### src/rtl/gpu_pkg.sv
// Shared GPU pipeline types: frame dispatcher state encoding and per-triangle
// address strides derived from the vertex/colour format parameters.
package gpu_pkg;

  typedef enum logic [1:0] {
    S_IDLE,
    S_DISPATCH,
    S_DRAIN,
    S_DONE
  } dispatch_state_t;

  function automatic int unsigned TRI_VERTEX_BYTES(input int unsigned vertex_size);
    return 3 * vertex_size;
  endfunction

  function automatic int unsigned TRI_COLOR_BYTES(input int unsigned color_width);
    return color_width / 8;
  endfunction

endpackage

### src/rtl/rr_arbiter.sv
// Rotating-priority first-free selector: grants the first requesting lane at or
// after the pointer, wrapping around, as a one-hot vector.
module rr_arbiter #(
  parameter int unsigned LANES = 4,
  parameter int unsigned PTR_W = 2
) (
  input  logic [LANES-1:0] req,
  input  logic [PTR_W-1:0] ptr,
  output logic [LANES-1:0] grant,
  output logic             valid
);

  logic [PTR_W-1:0] idx;

  always_comb begin
    grant = '0;
    valid = 1'b0;
    idx   = '0;
    for (int unsigned i = 0; i < LANES; i++) begin
      idx = PTR_W'((32'(ptr) + i) % LANES);
      if (!valid && req[idx]) begin
        grant[idx] = 1'b1;
        valid      = 1'b1;
      end
    end
  end

endmodule

### src/rtl/frame_dispatcher.sv
// Frame-level triangle scheduler: walks a frame's triangles and dispatches them
// round-robin over LANES start/eoc lanes, then drains and raises frame_end/irq.
module frame_dispatcher
  import gpu_pkg::*;
#(
  parameter int unsigned MADDR_WIDTH = 32,
  parameter int unsigned COLOR_WIDTH = 16,
  parameter int unsigned VERTEX_SIZE = 6,
  parameter int unsigned LANES       = 4
) (
  input  logic                         clk,
  input  logic                         rst,
  input  logic                         frame_start,
  input  logic                         abort,
  input  logic [31:0]                  triangles_count,
  input  logic [MADDR_WIDTH-1:0]       base_addr_vertex,
  input  logic [MADDR_WIDTH-1:0]       base_addr_color,
  output logic [LANES-1:0]             lane_start,
  output logic [LANES*MADDR_WIDTH-1:0] lane_addr_vertex,
  output logic [LANES*MADDR_WIDTH-1:0] lane_addr_color,
  input  logic [LANES-1:0]             lane_eoc,
  output logic                         busy,
  output logic                         frame_end,
  output logic                         aborted,
  output logic [31:0]                  tri_done,
  output logic                         proto_err,
  output logic                         irq,
  input  logic                         irq_ack
);

  localparam int unsigned PTR_W = (LANES > 1) ? $clog2(LANES) : 1;
  localparam logic [MADDR_WIDTH-1:0] VTX_STEP = MADDR_WIDTH'(TRI_VERTEX_BYTES(VERTEX_SIZE));
  localparam logic [MADDR_WIDTH-1:0] COL_STEP = MADDR_WIDTH'(TRI_COLOR_BYTES(COLOR_WIDTH));

  dispatch_state_t        state, state_next;
  logic [LANES-1:0]       lane_busy, grant, eoc_valid;
  logic                   grant_valid, dispatch, accept, last_dispatch;
  logic [PTR_W-1:0]       rr_ptr, ptr_after;
  logic [31:0]            count_q, disp_idx, eoc_count;
  logic [32:0]            tri_sum;
  logic [MADDR_WIDTH-1:0] acc_vertex, acc_color;

  rr_arbiter #(
    .LANES(LANES),
    .PTR_W(PTR_W)
  ) u_arb (
    .req  (~lane_busy),
    .ptr  (rr_ptr),
    .grant(grant),
    .valid(grant_valid)
  );

  // Dispatch depends only on registered state, so lane_start has no input path;
  // a lane freed by eoc only shows up in lane_busy from the next cycle.
  always_comb begin
    accept        = (state == S_IDLE) && frame_start;
    dispatch      = (state == S_DISPATCH) && grant_valid;
    lane_start    = dispatch ? grant : '0;
    last_dispatch = (disp_idx == count_q - 32'd1);
    busy          = (state != S_IDLE);
    frame_end     = (state == S_DONE);
    eoc_valid     = lane_eoc & lane_busy;
    ptr_after     = rr_ptr;
    eoc_count     = '0;
    for (int unsigned i = 0; i < LANES; i++) begin
      if (grant[i]) ptr_after = (i == LANES - 1) ? '0 : PTR_W'(i + 1);
      eoc_count = eoc_count + 32'(eoc_valid[i]);
    end
    tri_sum = {1'b0, tri_done} + {1'b0, eoc_count};
  end

  always_comb begin
    state_next = state;
    unique case (state)
      S_IDLE:     if (frame_start) state_next = (triangles_count == '0) ? S_DONE : S_DISPATCH;
      S_DISPATCH: if (abort || (dispatch && last_dispatch)) state_next = S_DRAIN;
      S_DRAIN:    if ((lane_busy & ~lane_eoc) == '0) state_next = S_DONE;
      S_DONE:     state_next = S_IDLE;
      default:    state_next = S_IDLE;
    endcase
  end

  always_ff @(posedge clk) begin
    if (rst) begin
      state            <= S_IDLE;
      lane_busy        <= '0;
      rr_ptr           <= '0;
      count_q          <= '0;
      disp_idx         <= '0;
      acc_vertex       <= '0;
      acc_color        <= '0;
      lane_addr_vertex <= '0;
      lane_addr_color  <= '0;
      tri_done         <= '0;
      aborted          <= 1'b0;
      proto_err        <= 1'b0;
      irq              <= 1'b0;
    end else begin
      state     <= state_next;
      lane_busy <= (lane_busy & ~lane_eoc) | lane_start;
      if (|(lane_eoc & ~lane_busy)) proto_err <= 1'b1;
      // irq is set both entering and during DONE so an ack in DONE loses to set.
      if (state_next == S_DONE || state == S_DONE) irq <= 1'b1;
      else if (irq_ack)                            irq <= 1'b0;
      if (dispatch) rr_ptr <= ptr_after;
      if (accept) begin
        count_q    <= triangles_count;
        acc_vertex <= base_addr_vertex;
        acc_color  <= base_addr_color;
        disp_idx   <= '0;
        tri_done   <= '0;
        aborted    <= 1'b0;
      end else begin
        if (dispatch) begin
          acc_vertex <= acc_vertex + VTX_STEP;
          acc_color  <= acc_color + COL_STEP;
          disp_idx   <= disp_idx + 32'd1;
        end
        if (state == S_DISPATCH && abort) aborted <= 1'b1;
        tri_done <= tri_sum[32] ? '1 : tri_sum[31:0];
      end
      for (int unsigned i = 0; i < LANES; i++) begin
        if (lane_start[i]) begin
          lane_addr_vertex[i*MADDR_WIDTH +: MADDR_WIDTH] <= acc_vertex;
          lane_addr_color[i*MADDR_WIDTH +: MADDR_WIDTH]  <= acc_color;
        end
      end
    end
  end

endmodule

### config.mk
export PLATFORM = sky130hd
export DESIGN_NAME = frame_dispatcher
export DESIGN_NICKNAME = d
export VERILOG_FILES = /design/src/rtl/gpu_pkg.sv /design/src/rtl/rr_arbiter.sv /design/src/rtl/frame_dispatcher.sv
export SDC_FILE = /design/constraint.sdc
export NUM_CORES = 1
export LEC_CHECK = 0
export ABC_AREA = 1
export BUFFER_PORTS_ARGS = -buffer_cell sky130_fd_sc_hd__clkbuf_2
export CAP_MARGIN = 40
export CORE_MARGIN = 4
export CORE_UTILIZATION = 35
export DETAILED_ROUTE_END_ITERATION = 8
export GPL_ROUTABILITY_DRIVEN = 0
export PLACE_DENSITY_LB_ADDON = 0.3
export SETUP_SLACK_MARGIN = 0.1
export SLEW_MARGIN = 20
export SYNTH_ARGS = -nofsm -noshare
export SYNTH_HDL_FRONTEND = slang
export SYNTH_SLANG_ARGS = --single-unit
### constraint.sdc
create_clock -name clk -period 3.9 [get_ports clk]
set_input_delay 0.39 -clock clk [delete_from_list [all_inputs] [get_ports clk]]
set_output_delay 0.39 -clock clk [all_outputs]
set_load 0.05 [all_outputs]
==> results of run 1 <==
power groups by stage:
stage          Combinational (µW)  Sequential [µW]  Clock [µW]
2_1_floorplan                1600             6710           0
3_3_place_gp                 4000             5410           0
3_5_place_dp                 4010             5410           0
4_1_cts                      4030             5330        5160
5_1_grt                      4340             5400        5320
6_report                     4000             5320        5060
sequential cells by signal, summed over array words and instances, names as in the netlist:
name              flops
rr_ptr                2
lane_busy             4
lane_addr_color     128
lane_addr_vertex    128
count_q              32
acc_vertex           32
proto_err             1
irq                   1
aborted               1
disp_idx             32
state                 2
tri_done             32
acc_color            32
routing by layer:
layer  part of all wire  wire length (µm)
met1               0.44             28200
met2               0.46             29500
met3              0.075              4830
met4              0.028              1790
met5             0.0018               114
cells by family after synthesis:
family,synth area share
adders and majority gates,0.00899
buffers and inverters,0.0786
DFF,0.445
xor gates and xnor gates,0.0447
AOI/OAI and AO/OA,0.196
and+or+nand+nor,0.227
area by class of cell:
type                       instances  area [µm²]  share of cell area
sequential                       427        8550               0.363
antenna                            2        5.00            0.000213
inverter                         225         863              0.0367
tap                              696         871              0.0370
clock buffer                      67        1400              0.0596
timing repair buffer             428        2310              0.0983
multi-input combinational       1834        9160               0.389
clock inverter                    20         372              0.0158
worst paths after layout:
path                                               from                           to  slack, ns  depth (start not counted)
worst max register to register  lane_busy[2]$_SDFF_PP0_      tri_done[30]$_SDFF_PP0_       0.54                         19
worst max-delay path             rr_ptr[0]$_SDFFE_PP0P_                lane_start[0]       0.40                         11
worst min-delay path               base_addr_vertex[11]  acc_vertex[11]$_SDFFE_PP0N_       0.04                          3
worst min register to register     aborted$_SDFFE_PP0P_         aborted$_SDFFE_PP0P_       0.45                          2
repair_timing:
item                      in CTS  in global routing
resized for setup              0                  0
hold endpoints to repair       2                  0
hold buffers                   2                  0
buffers inserted               0                  0
layout by cell type (no fill, tap or decap), types with 9 or more instances in the layout:
cell / count
dfxtp_1: 427
clkbuf_2: 401
nor2_1: 377
nand2_1: 374
o21ai_0: 363
a21oi_1: 290
inv_1: 209
nand3_1: 77
xor2_1: 67
clkbuf_16: 49
nor3_1: 44
nand4_1: 37
xnor2_1: 31
a31oi_1: 25
nor4_1: 18
buf_4: 17
nor2_2: 14
o21ai_1: 13
clkinv_2: 11
clkbuf_8: 11
nand3b_1: 10
ha_1: 9
bufinv_16: 9
critical path: cells and delay by family, from the launching register on:
family | cells | cell delay (ns)
adders and majority gates | 1 | 0.36
buffers and inverters | 4 | 1.02
DFF | 1 | 0.48
and+or+nand+nor | 6 | 0.63
through the flow:
stage	std cells	setup slack, ns	power (µW)	hold slack, ns
2_1_floorplan	2629	0.592	8310	0.444
3_5_place_dp	3608	0.331	9420	0.445
3_3_place_gp	3608	0.366	9410	0.440
6_report	3699	0.401	14400	0.0442
5_1_grt	3698	0.173	15100	0.0352
4_1_cts	3697	0.345	14500	0.00639
==> flow_summary.json, run 1 <==
{
  "die_w_um": 242,
  "yosysWarnings": 0,
  "h-tree-depth": 2,
  "avgSynthCellArea_um2": 7.31,
  "post-route-drc-count": 0,
  "path_cells": "inv_2, ha_1, nand3b_1, nand2_1, nor2_4, nand3_2, nand2_4, inv_6, nand2_2, clkinv_2, clkbuf_2",
  "design.core.area_mm2": 0.0540,
  "min_path_type": "primary input to flip-flop",
  "grtUsageMet3": 0.0625,
  "slowest_delay_ns": 0.48,
  "die_h_um": 242,
  "vias_per_cell": 4.97,
  "wl_per_cell_um": 17.4,
  "syn_nets": 2746,
  "intPower_uw": 8970,
  "p_seq_frac": 0.370,
  "antenna_found_initial": 11,
  "ys.flop_type": "dfxtp_1",
  "setup_tns_ns": 0,
  "cts_buffer_depth": 3,
  "synthArstFlopShare": 0,
  "finalWirelength_mm": 64.5,
  "use_met2": 0.348,
  "clock-root-buffer": "clkbuf_16",
  "clock_sinks": 427,
  "fin_skew_ns": 0.0144,
  "synthesis.area_mm2": 0.0192,
  "p_switching_uw": 5410,
  "post-route-util": 0.436,
  "cts_made_buffers": 48,
  "syn_inst": 2629,
  "io_pins": 402,
  "top_usage_layer": "met2",
  "p_comb_frac": 0.278,
  "critPathSlowestCell": "dfxtp_1",
  "clkTransAtPathRegs_ns": 0.07,
  "row_count": 85,
  "place.port_buffers": 401,
  "vdd_ir_drop_max_mv": 0.430,
  "fillCellCount": 5625,
  "layout_min_cycle_time_ns": 3.50,
  "ys_top_cells_by_area": "dfxtp_1, o21ai_0, a21oi_1, nor2_1, nand2_1",
  "maxSlewHeadroom": 0.442,
  "powerDensity_mw_per_mm2": 611,
  "period_share": 0.897,
  "grt_usage": 0.211,
  "drt-initial-drc-count": 1115,
  "post-synth-top-count-cell": "dfxtp_1",
  "synth_edf_count": 0,
  "met1_usage": 0.267,
  "run_status": "finished clean",
  "grt_start_max_net_pins": 142,
  "syn_to_final_growth_pct": 22.5,
  "dp_hpwl_mm": 46.0,
  "leakagePower_uw": 0.0102,
  "maxCapViolations": 0,
  "required_ns": 3.51,
  "p_clk_frac": 0.352,
  "yosys-top-cells-count": "dfxtp_1, nor2_1, nand2_1, o21ai_0, a21oi_1",
  "rsz0062_at_grt": "false",
  "tightest_slew_ns": 0.837,
  "dieArea_mm2": 0.0587,
  "nNetsFinal": 3081,
  "detail-route-antenna-nets": 0,
  "critPathCaptureType": "output pin",
  "synth-seq-area-share": 0.445,
  "setup_viol": 0,
  "hold_viol": 0,
  "grt_pass1_vias": 17402,
  "placed_area_mm2": 0.0217,
  "synth_top_area_cell": "dfxtp_1",
  "crit_fanout": 26,
  "vias": 18376,
  "clock_latency_ns": 0.61,
  "grt_first_pass_wirelength_mm": 101,
  "fmax_mhz": 286,
  "yosysTopAreaCellShare": 0.445,
  "grt-ovfl-total": 0,
  "drt-pass1-iter-count": 5,
  "p_sw_frac": 0.376,
  "postLayoutCellArea_mm2": 0.0235,
  "arrival_ns": 3.11,
  "cts_tree": "yes",
  "synth_seq_cells": 427,
  "drive_above_1_share": 0.191,
  "initial_core_util": 0.356,
  "cp-start-kind": "flip-flop",
  "maxSlewViolCount": 0,
  "synth_cell_types": 56,
  "critical_path_class": "flip-flop to output pin"
}
No activity file was read; power rests on OpenSTA's default activity.
==> run 2, diff against run 1 <==
--- a/config.mk
+++ b/config.mk
@@ -5,7 +5,6 @@
 export SDC_FILE = /design/constraint.sdc
 export NUM_CORES = 1
 export LEC_CHECK = 0
-export ABC_AREA = 1
 export BUFFER_PORTS_ARGS = -buffer_cell sky130_fd_sc_hd__clkbuf_2
 export CAP_MARGIN = 40
 export CORE_MARGIN = 4
==> run 2 against run 1 <==
Compared with the run above: area after synthesis is 3.9% lower; first-iteration DRC count is 18% lower; final cell count is 16% lower; global-route usage is 2.2 points lower; clock power is 5.1% lower; maximum frequency is 2.5% lower; clock skew is 0.0030 ns higher.
==> flow_summary.json, run 2 <==
{
  "critical_path_class": "flip-flop to output pin",
  "min_path_type": "primary input to flip-flop",
  "synth_edf_count": 0,
  "required_ns": 3.51,
  "syn_nets": 2147,
  "path_cells": "inv_1, ha_2, mux4_1, nor2b_1, a22oi_1, nor2_1, o31ai_4, inv_1, buf_2",
  "vias": 15738,
  "syn_to_final_growth_pct": 24.0,
  "syn_inst": 2030,
  "grt_first_pass_wirelength_mm": 87.2,
  "h-tree-depth": 2,
  "vias_per_cell": 5.09,
  "row_count": 83,
  "cts_buffer_depth": 3,
  "yosys-top-cells-count": "dfxtp_1, nor2_1, mux2i_1, nand2_1",
  "crit_end": "lane_start[0]",
  "yosysWarnings": 0,
  "grt_start_max_net_pins": 208,
  "synthArstFlopShare": 0,
  "tightest_slew_ns": 1.21,
  "ys.flop_type": "dfxtp_1",
  "met3WireLength_mm": 3.65,
  "wl_per_cell_um": 18.2,
  "cts_made_buffers": 47,
  "post-route-drc-count": 0,
  "dieArea_mm2": 0.0565,
  "clkTransAtPathRegs_ns": 0.07,
  "synth_seq_cells": 427,
  "holdWs_ns": 0.0554,
  "design.core.area_mm2": 0.0518,
  "die_h_um": 238,
  "slowest_delay_ns": 0.54,
  "worstHoldPathCells": 3,
  "reg2reg_to": "tri_done[27]$_SDFF_PP0_",
  "grt_pass1_vias": 15301,
  "place.port_buffers": 401,
  "setup_viol": 0,
  "r2r_cells": 11,
  "initial_core_util": 0.356,
  "rrSetupSlack_ns": 0.43,
  "finalPower_uw": 11000,
  "maxCapViolations": 0,
  "final_common_cell": "dfxtp_1",
  "avgSynthCellArea_um2": 9.10,
  "r2r_start": "lane_busy[2]$_SDFF_PP0_",
  "final_cell_mix": "dfxtp_1, clkbuf_2, nor2_1",
  "synth_top_area_cell": "dfxtp_1",
  "clock-root-buffer": "clkbuf_16",
  "detail-route-antenna-nets": 0,
  "crit_fanout": 7,
  "clock_sinks": 427,
  "dr.max_layer_used": "met4",
  "period_share": 0.920,
  "fmax_mhz": 279,
  "maxSlewViolCount": 0,
  "rsz0062_at_grt": "false",
  "drt-initial-drc-count": 917,
  "powerDensity_mw_per_mm2": 482,
  "dp_hpwl_mm": 40.6,
  "drt-pass1-iter-count": 5,
  "arrival_ns": 3.20,
  "run_status": "finished clean",
  "finalWirelength_mm": 56.1,
  "synth_cell_types": 76,
  "grt-ovfl-total": 0,
  "clock_latency_ns": 0.56,
  "critPathCaptureType": "output pin",
  "reg_top3": "lane_addr_color: 128 flops, lane_addr_vertex: 128 flops",
  "maxSlewHeadroom": 0.194,
  "startpoint": "rr_ptr[0]$_SDFFE_PP0P_",
  "leakagePower_uw": 0.0110,
  "cts-hold-fix-buffers": 0,
  "synth-seq-area-share": 0.463,
  "post-synth-top-count-cell": "dfxtp_1",
  "fillCellCount": 5015,
  "grt_usage": 0.189,
  "fin_skew_ns": 0.0175,
  "layout_min_cycle_time_ns": 3.59,
  "ys_top_cells_by_area": "dfxtp_1, mux2i_1, nor2_1, xor2_1, nand2_1",
  "vdd_ir_drop_max_mv": 0.318,
  "io_pins": 402,
  "setup_tns_ns": 0,
  "cts_tree": "yes",
  "yosysTopAreaCellShare": 0.463,
  "nNetsFinal": 2490,
  "cp-start-kind": "flip-flop",
  "routed-wl-met2_mm": 26.9,
  "critPathSlowestCell": "mux4_1",
  "die_w_um": 238,
  "wl_met1_mm": 24.4,
  "cpMostUsedCell": "inv_1",
  "hold_viol": 0,
  "synthesis.area_mm2": 0.0185,
  "antenna_found_initial": 1,
  "drive_above_1_share": 0.230
}
run 2: cell count changes after synthesis, sizes merged, moves of 23 or more:
cell | previous run | this run
nand2 | 385 | 148
nand3 | 81 | 39
nor3 | 49 | 26
o21ai | 379 | 31
a21oi | 290 | 87
a211oi | 7 | 41
inv | 224 | 35
mux2i | 0 | 261
run 2: report_power, final:
part	leakage, µW	switching, µW	internal, µW
sequential	0.00346	262	4530
combinational	0.00670	915	520
clock	0.000826	1800	3010
run 2: worst min-delay path by stage:
stage	startpoint	slack, ns	endpoint
final	triangles_count[16]	0.06	count_q[16]$_SDFFE_PP0P_
after floorplan	count_q[31]$_SDFFE_PP0P_	0.45	count_q[31]$_SDFFE_PP0P_
after global placement	aborted$_SDFFE_PP0P_	0.45	aborted$_SDFFE_PP0P_
after CTS	triangles_count[16]	0.02	count_q[16]$_SDFFE_PP0P_
after global routing	triangles_count[19]	0.04	count_q[19]$_SDFFE_PP0P_
after detailed placement	aborted$_SDFFE_PP0P_	0.46	aborted$_SDFFE_PP0P_
run 2: per-stage QoR:
| stage | std cells | util | instance area (µm²) | setup slack (ns) |
|---|---|---|---|---|
| 2_1_floorplan | 2030 | - | 18500 | 0.310 |
| 3_3_place_gp | 2995 | 0.406 | 21000 | 0.185 |
| 3_5_place_dp | 2998 | 0.407 | 21100 | 0.180 |
| 4_1_cts | 3082 | 0.440 | 22800 | 0.209 |
| 5_1_grt | 3087 | 0.442 | 22900 | 0.114 |
| 6_report | 3089 | 0.442 | 22900 | 0.312 |
run 2: cells by family (layout without fill, tap and decap cells):
logic type,Yosys count,after routing,share of synthesized area
simple gates,790,790,0.198
flops,427,427,0.463
mux,267,267,0.148
compound gates,238,238,0.0844
buf+inv,179,556,0.0424
xor+xnor,117,117,0.0555
fa+ha+maj,12,12,0.00935
other cells,0,2,0
run 2: area by class of cell:
| class | count | area, µm² | area share |
|---|---|---|---|
| Inverter | 35 | 131 | 0.00574 |
| Clock inverter | 17 | 298 | 0.0130 |
| Clock buffer | 66 | 1390 | 0.0607 |
| Sequential cell | 427 | 8550 | 0.373 |
| Timing Repair Buffer | 438 | 2440 | 0.107 |
| Multi-Input combinational cell | 1424 | 9230 | 0.403 |
| Tap cell | 680 | 851 | 0.0372 |
| Antenna cell | 2 | 5.00 | 0.000219 |
run 2: metal layers:
metal / vias up / GRT usage
met2: 445 / 0.321
met3: 64 / 0.0385
met5: - / 0
met4: 0 / 0.0494
met1: 7512 / 0.247
li1: 7717 / -
run 2: worst max-delay path: cells and delay by family (launching register included):
family	cells	cell delay, ns
AO/OA/AOI/OAI	2	0.50
adder cells (fa/ha/maj)	1	0.41
buffers and inverters	3	0.48
flip-flops	1	0.42
multiplexers	1	0.54
AND/OR/NAND/NOR	2	0.30
run 2: what timing repair did:
action,CTS,global route
setup buffers,1,3
resized for setup,11,5
setup endpoints to repair,4,5
gates cloned,0,0
pin swaps,1,2
